==> src/rtl/img_pkg.sv <==
// Shared defaults and state type for the packed-pixel unpacker.
// Imported by img_pos_cnt and img_stream_unpack.
package img_pkg;

    localparam int PIX_W_DEF        = 8;
    localparam int PIX_PER_BEAT_DEF = 4;
    localparam int DIM_W_DEF        = 12;

    typedef enum logic {
        S_IDLE = 1'b0,
        S_RUN  = 1'b1
    } state_t;

endpackage

==> src/rtl/img_pos_cnt.sv <==
// Column/row position tracker for one frame of pixels.
// Ports: clk_i, rst_i (async, high), clr_i (restart at 0,0), adv_i (one
// pixel transferred), width_i/height_i (frame size), sof_o (at 0,0),
// eol_o (last column), frame_end_o (last column of last row).
module img_pos_cnt
    import img_pkg::*;
#(
    parameter int DIM_W = DIM_W_DEF
) (
    input  logic             clk_i,
    input  logic             rst_i,
    input  logic             clr_i,
    input  logic             adv_i,
    input  logic [DIM_W-1:0] width_i,
    input  logic [DIM_W-1:0] height_i,
    output logic             sof_o,
    output logic             eol_o,
    output logic             frame_end_o
);

    logic [DIM_W-1:0] col_q, col_d;
    logic [DIM_W-1:0] row_q, row_d;
    logic             last_row;

    assign eol_o       = (col_q == width_i - DIM_W'(1));
    assign last_row    = (row_q == height_i - DIM_W'(1));
    assign sof_o       = (col_q == '0) && (row_q == '0);
    assign frame_end_o = eol_o && last_row;

    always_comb begin
        col_d = col_q;
        row_d = row_q;
        if (clr_i) begin
            col_d = '0;
            row_d = '0;
        end else if (adv_i) begin
            if (eol_o) begin
                col_d = '0;
                row_d = last_row ? '0 : row_q + DIM_W'(1);
            end else begin
                col_d = col_q + DIM_W'(1);
            end
        end
    end

    always_ff @(posedge clk_i or posedge rst_i) begin
        if (rst_i) begin
            col_q <= '0;
            row_q <= '0;
        end else begin
            col_q <= col_d;
            row_q <= row_d;
        end
    end

endmodule

==> src/rtl/img_stream_unpack.sv <==
// Unpacks a DMA stream of PIX_PER_BEAT-pixel beats into a 1-pixel stream
// with SOF (m_tuser) and EOL (m_tlast) markers for a fixed-size frame.
// Ports: role_clk/role_rst (async, high); cfg_width/cfg_height/start
// frame setup; busy; s_* packed input stream; m_* pixel output stream;
// err/err_clr sticky framing error. Define IMG_UNPACK_ERR_EN to enable
// s_tlast checking; otherwise err is tied low.
module img_stream_unpack
    import img_pkg::*;
#(
    parameter int PIX_W        = PIX_W_DEF,
    parameter int PIX_PER_BEAT = PIX_PER_BEAT_DEF,
    parameter int DIM_W        = DIM_W_DEF
) (
    input  logic                          role_clk,
    input  logic                          role_rst,
    input  logic [DIM_W-1:0]              cfg_width,
    input  logic [DIM_W-1:0]              cfg_height,
    input  logic                          start,
    output logic                          busy,
    input  logic [PIX_W*PIX_PER_BEAT-1:0] s_tdata,
    input  logic                          s_tvalid,
    input  logic                          s_tlast,
    output logic                          s_tready,
    output logic [PIX_W-1:0]              m_tdata,
    output logic                          m_tvalid,
    output logic                          m_tuser,
    output logic                          m_tlast,
    input  logic                          m_tready,
    output logic                          err,
    input  logic                          err_clr
);

    localparam int BEAT_W = PIX_W * PIX_PER_BEAT;
    localparam int IDX_W  = (PIX_PER_BEAT > 1) ? $clog2(PIX_PER_BEAT) : 1;
    localparam int CNT_W  = 2 * DIM_W;

    state_t             state_q, state_d;
    logic [DIM_W-1:0]   width_q, width_d;
    logic [DIM_W-1:0]   height_q, height_d;
    logic [CNT_W-1:0]   beats_q, beats_d;
    logic [BEAT_W-1:0]  beat_q, beat_d;
    logic               full_q, full_d;
    logic [IDX_W-1:0]   idx_q, idx_d;

    logic cfg_ok, start_ok, last_pix, xfer, accept, done;
    logic sof, eol, frame_end;

    assign cfg_ok   = (cfg_width != '0) && (cfg_height != '0) &&
                      ((cfg_width % DIM_W'(PIX_PER_BEAT)) == '0);
    assign start_ok = (state_q == S_IDLE) && start && cfg_ok;
    assign last_pix = (idx_q == IDX_W'(PIX_PER_BEAT - 1));

    assign m_tvalid = full_q;
    assign m_tdata  = beat_q[PIX_W-1:0];
    assign m_tuser  = full_q && sof;
    assign m_tlast  = full_q && eol;
    assign busy     = (state_q == S_RUN);

    assign xfer     = m_tvalid && m_tready;
    assign done     = xfer && frame_end;
    // Refill in the same cycle the last pixel leaves: no bubble between
    // beats. beats_q stops intake once the frame's beats are all in.
    assign s_tready = (state_q == S_RUN) && (beats_q != '0) &&
                      (!full_q || (xfer && last_pix));
    assign accept   = s_tvalid && s_tready;

    img_pos_cnt #(
        .DIM_W (DIM_W)
    ) u_pos (
        .clk_i       (role_clk),
        .rst_i       (role_rst),
        .clr_i       (start_ok),
        .adv_i       (xfer),
        .width_i     (width_q),
        .height_i    (height_q),
        .sof_o       (sof),
        .eol_o       (eol),
        .frame_end_o (frame_end)
    );

    always_comb begin
        state_d  = state_q;
        width_d  = width_q;
        height_d = height_q;
        beats_d  = beats_q;
        beat_d   = beat_q;
        full_d   = full_q;
        idx_d    = idx_q;
        case (state_q)
            S_IDLE: begin
                if (start_ok) begin
                    state_d  = S_RUN;
                    width_d  = cfg_width;
                    height_d = cfg_height;
                    beats_d  = CNT_W'(cfg_width / DIM_W'(PIX_PER_BEAT)) *
                               CNT_W'(cfg_height);
                    full_d   = 1'b0;
                    idx_d    = '0;
                end
            end
            S_RUN: begin
                if (xfer) begin
                    beat_d = beat_q >> PIX_W;
                    idx_d  = idx_q + IDX_W'(1);
                    if (last_pix) begin
                        full_d = 1'b0;
                        idx_d  = '0;
                    end
                end
                if (accept) begin
                    beat_d  = s_tdata;
                    full_d  = 1'b1;
                    idx_d   = '0;
                    beats_d = beats_q - CNT_W'(1);
                end
                if (done) begin
                    state_d = S_IDLE;
                end
            end
            default: state_d = S_IDLE;
        endcase
    end

    always_ff @(posedge role_clk or posedge role_rst) begin
        if (role_rst) begin
            state_q  <= S_IDLE;
            width_q  <= '0;
            height_q <= '0;
            beats_q  <= '0;
            beat_q   <= '0;
            full_q   <= 1'b0;
            idx_q    <= '0;
        end else begin
            state_q  <= state_d;
            width_q  <= width_d;
            height_q <= height_d;
            beats_q  <= beats_d;
            beat_q   <= beat_d;
            full_q   <= full_d;
            idx_q    <= idx_d;
        end
    end

`ifdef IMG_UNPACK_ERR_EN
    logic err_q, err_d, last_beat, err_hit;

    assign last_beat = (beats_q == CNT_W'(1));
    assign err_hit   = accept && (s_tlast != last_beat);

    // A new error in the same cycle as err_clr keeps the flag set.
    always_comb begin
        err_d = err_q;
        if (err_hit) begin
            err_d = 1'b1;
        end else if (err_clr) begin
            err_d = 1'b0;
        end
    end

    always_ff @(posedge role_clk or posedge role_rst) begin
        if (role_rst) begin
            err_q <= 1'b0;
        end else begin
            err_q <= err_d;
        end
    end

    assign err = err_q;
`else
    logic unused_err;
    assign unused_err = ^{s_tlast, err_clr};
    assign err        = 1'b0;
`endif

endmodule

==> config.mk <==
export PLATFORM = sky130hd
export DESIGN_NAME = img_stream_unpack
export DESIGN_NICKNAME = d
export VERILOG_FILES = /design/src/rtl/img_pkg.sv /design/src/rtl/img_pos_cnt.sv /design/src/rtl/img_stream_unpack.sv
export SDC_FILE = /design/constraint.sdc
export NUM_CORES = 1
export LEC_CHECK = 0
export ABC_CLOCK_PERIOD_IN_PS = 10210
export CORE_MARGIN = 1.5
export CORE_UTILIZATION = 36
export CTS_CLUSTER_SIZE = 16
export DETAILED_ROUTE_END_ITERATION = 10
export PLACE_DENSITY = 0.66
export SLEW_MARGIN = 40
export SYNTH_ARGS = -nofsm -noshare
export SYNTH_HDL_FRONTEND = slang
export SYNTH_SLANG_ARGS = --single-unit
==> constraint.sdc <==
create_clock -name role_clk -period 10.21 [get_ports role_clk]
set_clock_uncertainty 0.1 [all_clocks]
set_input_delay 2.042 -clock role_clk [delete_from_list [all_inputs] [get_ports role_clk]]
set_output_delay 2.042 -clock role_clk [all_outputs]
set_load 0.03 [all_outputs]
Word-level counts from Yosys, hierarchy flattened
Cells that the tools add are included.

word-level totals
  memories = 0
  bits of input ports = 63
  bits in latches = 0
  bits in writable memories = 0
  flip-flop bits (word level) = 108
  bits in read-only memories = 0

operators by class
  $add $sub $neg = 6
  eq/ne operators = 7
  order comparisons = 0
  reductions and logical operators = 31
  muxes and demuxes = 25
  multipliers = 1
  shifts and indexed selects = 0
  bitwise operators = 1
  divide/modulo/power cells = 0

operators with widths
  kind                   number
  $mux 12                7
  $mux 32                2
  $mux 24                2
  $pmux 24 s2            1
  $logic_not 12->1       3
  $add 12x1->12 const B  2
  $eq 12x12->1           2
  $reduce_bool 12->1     2
  $reduce_bool 24->1     1
  $sub 12x1->12 const B  2
  $sub 24x1->24 const B  1
  $mul 10x12->22         1
  $logic_and 1x1->1      14
  $reduce_and 2->1       5
  $mux 2                 4
  $mux 1                 6
  $ne 3x1->1 const B     2
  $reduce_bool 2->1      3
  $pmux 1 s2             2
  $pmux 2 s2             1
  $reduce_and 3->1       1
  $add 2x1->2 const B    1
  $eq 2x2->1 const B     1
  $ne 2x1->1 const B     1
  4 further kinds        4

Depth between registers and ports, before layout
  depth in word-level cells = 7
  gate-level depth with buffers = 20
  gate-level depth less buffers = 19

By module
From an unflattened synthesis, not the netlist that was laid out.

unflattened totals
  cells, all modules = 1186
  area, all modules = 10328.7 um2

modules (own cells, without submodules)
  module             times used  sequential area each (um2)  area each (um2)  cells an instance
  img_stream_unpack  1           2102.0                      8047.7           903
  img_pos_cnt        1           600.6                       2280.9           283

Least setup slack after synthesis
OpenSTA, ideal clock, no wires.

  path kind = input-to-reg
  start point = in cfg_width[5]
  end point = reg beats_q[21]
  stages on the path = 18
  setup slack = 3.099 ns
  data arrival time = 6.907 ns
  cells stage by stage = clkbuf_1 > nand2_1 > fa_1 > inv_1 > fa_1 > fa_1 > fa_1 > inv_1 > fa_1 > inv_1 > ha_1 > a211o_1 > a21o_1 > a41oi_1 > nand4_1 > a41oi_1 > xnor2_1 > a221oi_1

between the ends
  cells in the longest elaborated chain, start to end = 6

RTL lines
  element                                                 RTL line                  text
  from (decl)                                             img_stream_unpack.sv:16   input logic [DIM_W-1:0] cfg_width,
  branches (longest 6 deep; another with $mul 10x12->22)  n/a
  to (signal assigned)                                    img_stream_unpack.sv:137  beats_q <= beats_d;
  to (decl)                                               img_stream_unpack.sv:40   logic [CNT_W-1:0] beats_q, beats_d;

Parallel ways; which one is timed is not known. The select of a mux whose other input is x is not followed.
A chain may end at the register's enable or synchronous reset.

Worst setup path after layout
Ends and elaborated chain as after synthesis.

==> PnR_summary.wiki <==
{| class="wikitable"
! Metric !! Value
|-
| Run status || finished clean
|-
| Horizontal die dimension || 171.2 um
|-
| Slew @ Worst Pin || 884.2 ps
|-
| # rows || 61
|-
| Half-perimeter wire length after detailed placement || 17940 um
|-
| Share of synthesized registers carrying an async set or reset || 100.0%
|-
| Logic depth of the worst setup path including buffers || 18
|-
| Pin count of the biggest net entering global routing || 65
|-
| Signed area change from the synthesized netlist to the final layout || 12.60%
|-
| Crit path buf inv count || 4
|-
| Basic-gate share of the synthesized area counting and, or, nand and nor cells || 21.53%
|-
| Post-layout util || 41.19%
|-
| M2 GR Usage || 27.59%
|-
| Met1 global-route usage || 24.89%
|-
| Critical path data required time || 10370 ps
|-
| Ordered list of cells on the worst path || clkdlybuf4s50_1, nand2_1, fa_1, inv_1, fa_1, fa_1, fa_1, inv_1, fa_1, inv_1, ha_1, a211o_1, a21o_1, a41oi_1, nand4_1, a41oi_1, xnor2_1, a221oi_1
|-
| Number of max-slew violations in the final report || 0
|-
| CTS tree || yes
|-
| Library cell used as clock root buffer || sky130_fd_sc_hd__clkbuf_16
|-
| CP endpoint kind || flip-flop
|-
| Count of routing violations after the opening detailed-route iteration || 471
|-
| Routed via count divided by cell count || 5.267
|-
| Met3 GRT Util || 2.209%
|-
| Clock insertion delay at the later pin of the skew report || 360 ps
|-
| Mapped Nets || 1356
|-
| Fraction of power consumed by the clock network || 13.8%
|-
| Hold Crit Depth || 2
|-
| Multiplexer area fraction after synthesis || 2.456%
|-
| TNS Setup || 0 ps
|-
| GR Overflow Total || 0
|-
| Count of pins on the block boundary || 77
|-
| DR pass1 iterations || 7
|-
| Number of antenna violations at the first check in global routing || 0
|-
| Starting Density || 36.58%
|-
| Clock Path Buffers || 2
|-
| Number of instances in the synthesized netlist || 1150
|-
| # nets final || 1382
|-
| Routing layer with the top usage in global route || met2
|-
| Final wirelength || 24260 um
|-
| Arrival time of the worst setup path || 7940 ps
|-
| Launch point of the worst path || cfg_width[5]
|-
| Largest family of logic cells by synthesized area || adder cells
|-
| Overall power || 2.597 mW
|-
| Global routing usage summed across all routing layers || 17.29%
|-
| Combinational share of power || 59.3%
|-
| Clock-pin slew on the worst setup and hold paths || 80 ps
|-
| Crit Reg-Reg Startpoint || busy
|-
| IO buf count || 73
|-
| Number of warnings printed during yosys synthesis || 0
|-
| Slowest cell on crit path || sky130_fd_sc_hd__clkdlybuf4s50_1
|-
| Die Y-Extent || 171.2 um
|-
| Part of the Yosys area used for sequential elements || 26.52%
|-
| Average detailed-routed wire length per instance || 15.56 um
|-
| Sw Share || 46.64%
|-
| Number of buffers inserted to repair setup after CTS || 0
|-
| Top cell family by delay on the critical path || adder cells
|-
| DRT antenna net count || 0
|-
| Number of cells in the design after placement || 1542
|-
| Final GP Congestion || 0.7953
|-
| Compound-gate portion of the synthesized area || 14.92%
|-
| Worst setup path category || in -> reg
|-
| Total of hold buffers inserted after clock tree synthesis || 0
|-
| Capture point of the worst reg-to-reg path || u_pos.row_q[2]
|-
| Vias after detailed routing || 8211
|-
| Crit-path most repeated cell || sky130_fd_sc_hd__fa_1
|-
| Layout cells sized above 1 || 3.980%
|-
| Pleak || 5.205 nW
|-
| Post-cts sizing count || 0
|-
| Number of cells on the worst reg-to-reg path || 8
|-
| Number of enable flip-flop cells after synthesis || 0
|-
| Vias in the first global route || 8032
|-
| Sequential share of power || 26.8%
|-
| Synth Area in XOR/XNOR || 4.384%
|-
| Maximum ir drop on the vdd rail || 127.9 uV
|-
| Internal power || 1.386 mW
|-
| Largest fanout of any net on the critical path || 14
|-
| Mapped Area || 10190 um2
|-
| End of the critical path || beats_q[21]
|-
| Clock buffer count from CTS || 9
|-
| H-tree lvl count || 3
|-
| Areal power density over the cells || 226.4 nW/um2
|-
| Die area || 29320 um2
|-
| Core area || 27860 um2
|-
| Period utilization || 76.21%
|-
| P_sw || 1.211 mW
|-
| Post-route minimum period || 7781 ps
|-
| Share of synthesized cell area in full adder, half adder and majority cells || 23.31%
|-
| MaxCap Viol Count || 0
|-
| Ant. Diodes || 0
|-
| Post-synthesis average cell area || 8.861 um2
|-
| Worst setup SP type || input pin
|-
| Hold crit path type || reg -> reg
|-
| Setup repair after global routing missed its margin || no
|-
| Global-route wire length before repair || 40630 um
|-
| Clock sink total || 108
|-
| Number of design rule violations left after detail routing || 0
|-
| Dominant register cell in the synthesized netlist || sky130_fd_sc_hd__dfrtp_1
|-
| Relative max-transition margin || 40.23%
|-
| Flop-to-flop setup slack || 6570 ps
|-
| Maximum clock frequency || 128.5 MHz
|-
| Number of synthesized register bits || 108
|-
| Post-route non-filler standard cell count || 1559
|-
| Distinct cell type count of the synthesized netlist || 80
|-
| Final hold violation count || 0
|-
| Final Setup Violations || 0
|-
| Fill cell total of the finished layout || 2783
|-
| Critical path's largest stage delay || 880 ps
|}
[cell type report]
class / instances / area, um2 / area share (%)
timing repair buffer: 83 / 805.8 / 7.023
clock buffer: 9 / 225.2 / 1.963
clock inverter: 7 / 76.32 / 0.6652
tap: 378 / 473.0 / 4.122
sequential: 108 / 2703 / 23.56
inverter: 97 / 369.1 / 3.217
multi-input combinational: 877 / 6822 / 59.45
[metrics by stage]
stage / area (um2) / hold WS, ps / worst slack (ps)
global placement: 11160 / 362.6 / 2138
finish: 11470 / 384.5 / 2429
detailed placement: 11160 / 369.7 / 2052
floorplan: 10190 / 349.2 / 3099
global route: 11470 / 408.7 / 2151
CTS: 11460 / 389.1 / 2428
[registers in the layout (all words and copies together), names as in the netlist]
signal	count
idx_q	2
m_tvalid	1
width_q	12
busy	1
height_q	12
beat_q	32
u_pos.col_q	12
u_pos.row_q	12
beats_q	24
[cells in the mapped netlist, drive strengths merged (29+ instances only)]
cell    number  area [um2]
a21oi       38       190.2
xor2        29       254.0
and2        74       465.5
inv         97       364.1
ha          65       813.3
fa          78        1562
nor2        43       161.4
dfrtp      108        2703
o21ai       60       300.3
clkbuf      42       157.7
nand2      180       675.7
[cell families after synthesis]
family | Yosys count
other | 1
AND/OR/NAND/NOR | 438
multiplexers | 25
flip-flops | 108
buffers and inverters | 165
AO/OA/AOI/OAI | 219
adder cells (fa/ha/maj) | 143
XOR/XNOR | 51
[layer usage]
layer / wire (um) / vias to the layer above / part of all wire (%)
met4: 269 / 0 / 1.1
li1: - / 3972 / -
met2: 10830 / 197 / 45
met1: 12090 / 4025 / 50
met5: 0 / - / 0
met3: 1071 / 17 / 4.4
[placed cells by master, fill, tap and decap left out, types with 4 or more instances in the layout]
| master | count |
|---|---|
| sky130_fd_sc_hd__o21a_1 | 6 |
| sky130_fd_sc_hd__nand2b_1 | 6 |
| sky130_fd_sc_hd__o211ai_1 | 5 |
| sky130_fd_sc_hd__nor3b_1 | 7 |
| sky130_fd_sc_hd__nand2_1 | 180 |
| sky130_fd_sc_hd__nand3_1 | 21 |
| sky130_fd_sc_hd__ha_1 | 65 |
| sky130_fd_sc_hd__a31oi_1 | 7 |
| sky130_fd_sc_hd__or3_1 | 6 |
| sky130_fd_sc_hd__a211oi_1 | 5 |
| sky130_fd_sc_hd__nor2b_1 | 11 |
| sky130_fd_sc_hd__xor2_1 | 29 |
| sky130_fd_sc_hd__nor3_1 | 24 |
| sky130_fd_sc_hd__dfrtp_1 | 108 |
| sky130_fd_sc_hd__o21ai_0 | 45 |
| sky130_fd_sc_hd__o21ai_1 | 14 |
| sky130_fd_sc_hd__or4_1 | 5 |
| sky130_fd_sc_hd__nor2_1 | 42 |
| sky130_fd_sc_hd__o22ai_1 | 15 |
| sky130_fd_sc_hd__clkbuf_16 | 9 |
| sky130_fd_sc_hd__nand4_1 | 7 |
| sky130_fd_sc_hd__inv_1 | 96 |
| sky130_fd_sc_hd__fa_1 | 78 |
| sky130_fd_sc_hd__a22o_1 | 22 |
| sky130_fd_sc_hd__clkdlybuf4s50_1 | 73 |
| sky130_fd_sc_hd__o2111ai_1 | 4 |
| sky130_fd_sc_hd__mux2i_1 | 25 |
| sky130_fd_sc_hd__o31ai_1 | 6 |
| sky130_fd_sc_hd__a21o_1 | 10 |
| sky130_fd_sc_hd__and2_1 | 73 |
| sky130_fd_sc_hd__nor4_1 | 17 |
| sky130_fd_sc_hd__and3_1 | 17 |
| sky130_fd_sc_hd__a21oi_1 | 38 |
| sky130_fd_sc_hd__buf_4 | 10 |
| sky130_fd_sc_hd__xnor2_1 | 22 |
[worst register-to-register path, stage by stage (launching register included)]
cell and delay (ps):
sky130_fd_sc_hd__dfrtp_1 380, sky130_fd_sc_hd__buf_4 270, sky130_fd_sc_hd__nor4b_1 840, sky130_fd_sc_hd__nand3_1 380
sky130_fd_sc_hd__buf_4 360, sky130_fd_sc_hd__o41a_1 190, sky130_fd_sc_hd__a211oi_2 580, sky130_fd_sc_hd__o22ai_1 190
sky130_fd_sc_hd__a22o_1 260
[how the worst min path moves through the flow]
| stage | from | to |
|---|---|---|
| 2_1_floorplan | beat_q[15] | beat_q[15] |
| 3_3_place_gp | beat_q[6] | beat_q[6] |
| 3_5_place_dp | beat_q[6] | beat_q[6] |
| 4_1_cts | beat_q[6] | beat_q[6] |
| 6_report | beat_q[0] | beat_q[0] |
| 5_1_grt | beat_q[15] | beat_q[15] |
[power by group through the flow]
stage / sequential, mW / combinational (mW) / clock, mW
2_1_floorplan: 0.667 / 1.22 / 0
3_3_place_gp: 0.697 / 1.52 / 0
3_5_place_dp: 0.703 / 1.54 / 0
4_1_cts: 0.695 / 1.55 / 0.367
5_1_grt: 0.721 / 1.76 / 0.382
6_report: 0.697 / 1.54 / 0.359
No activity file was read; power rests on OpenSTA's default activity.
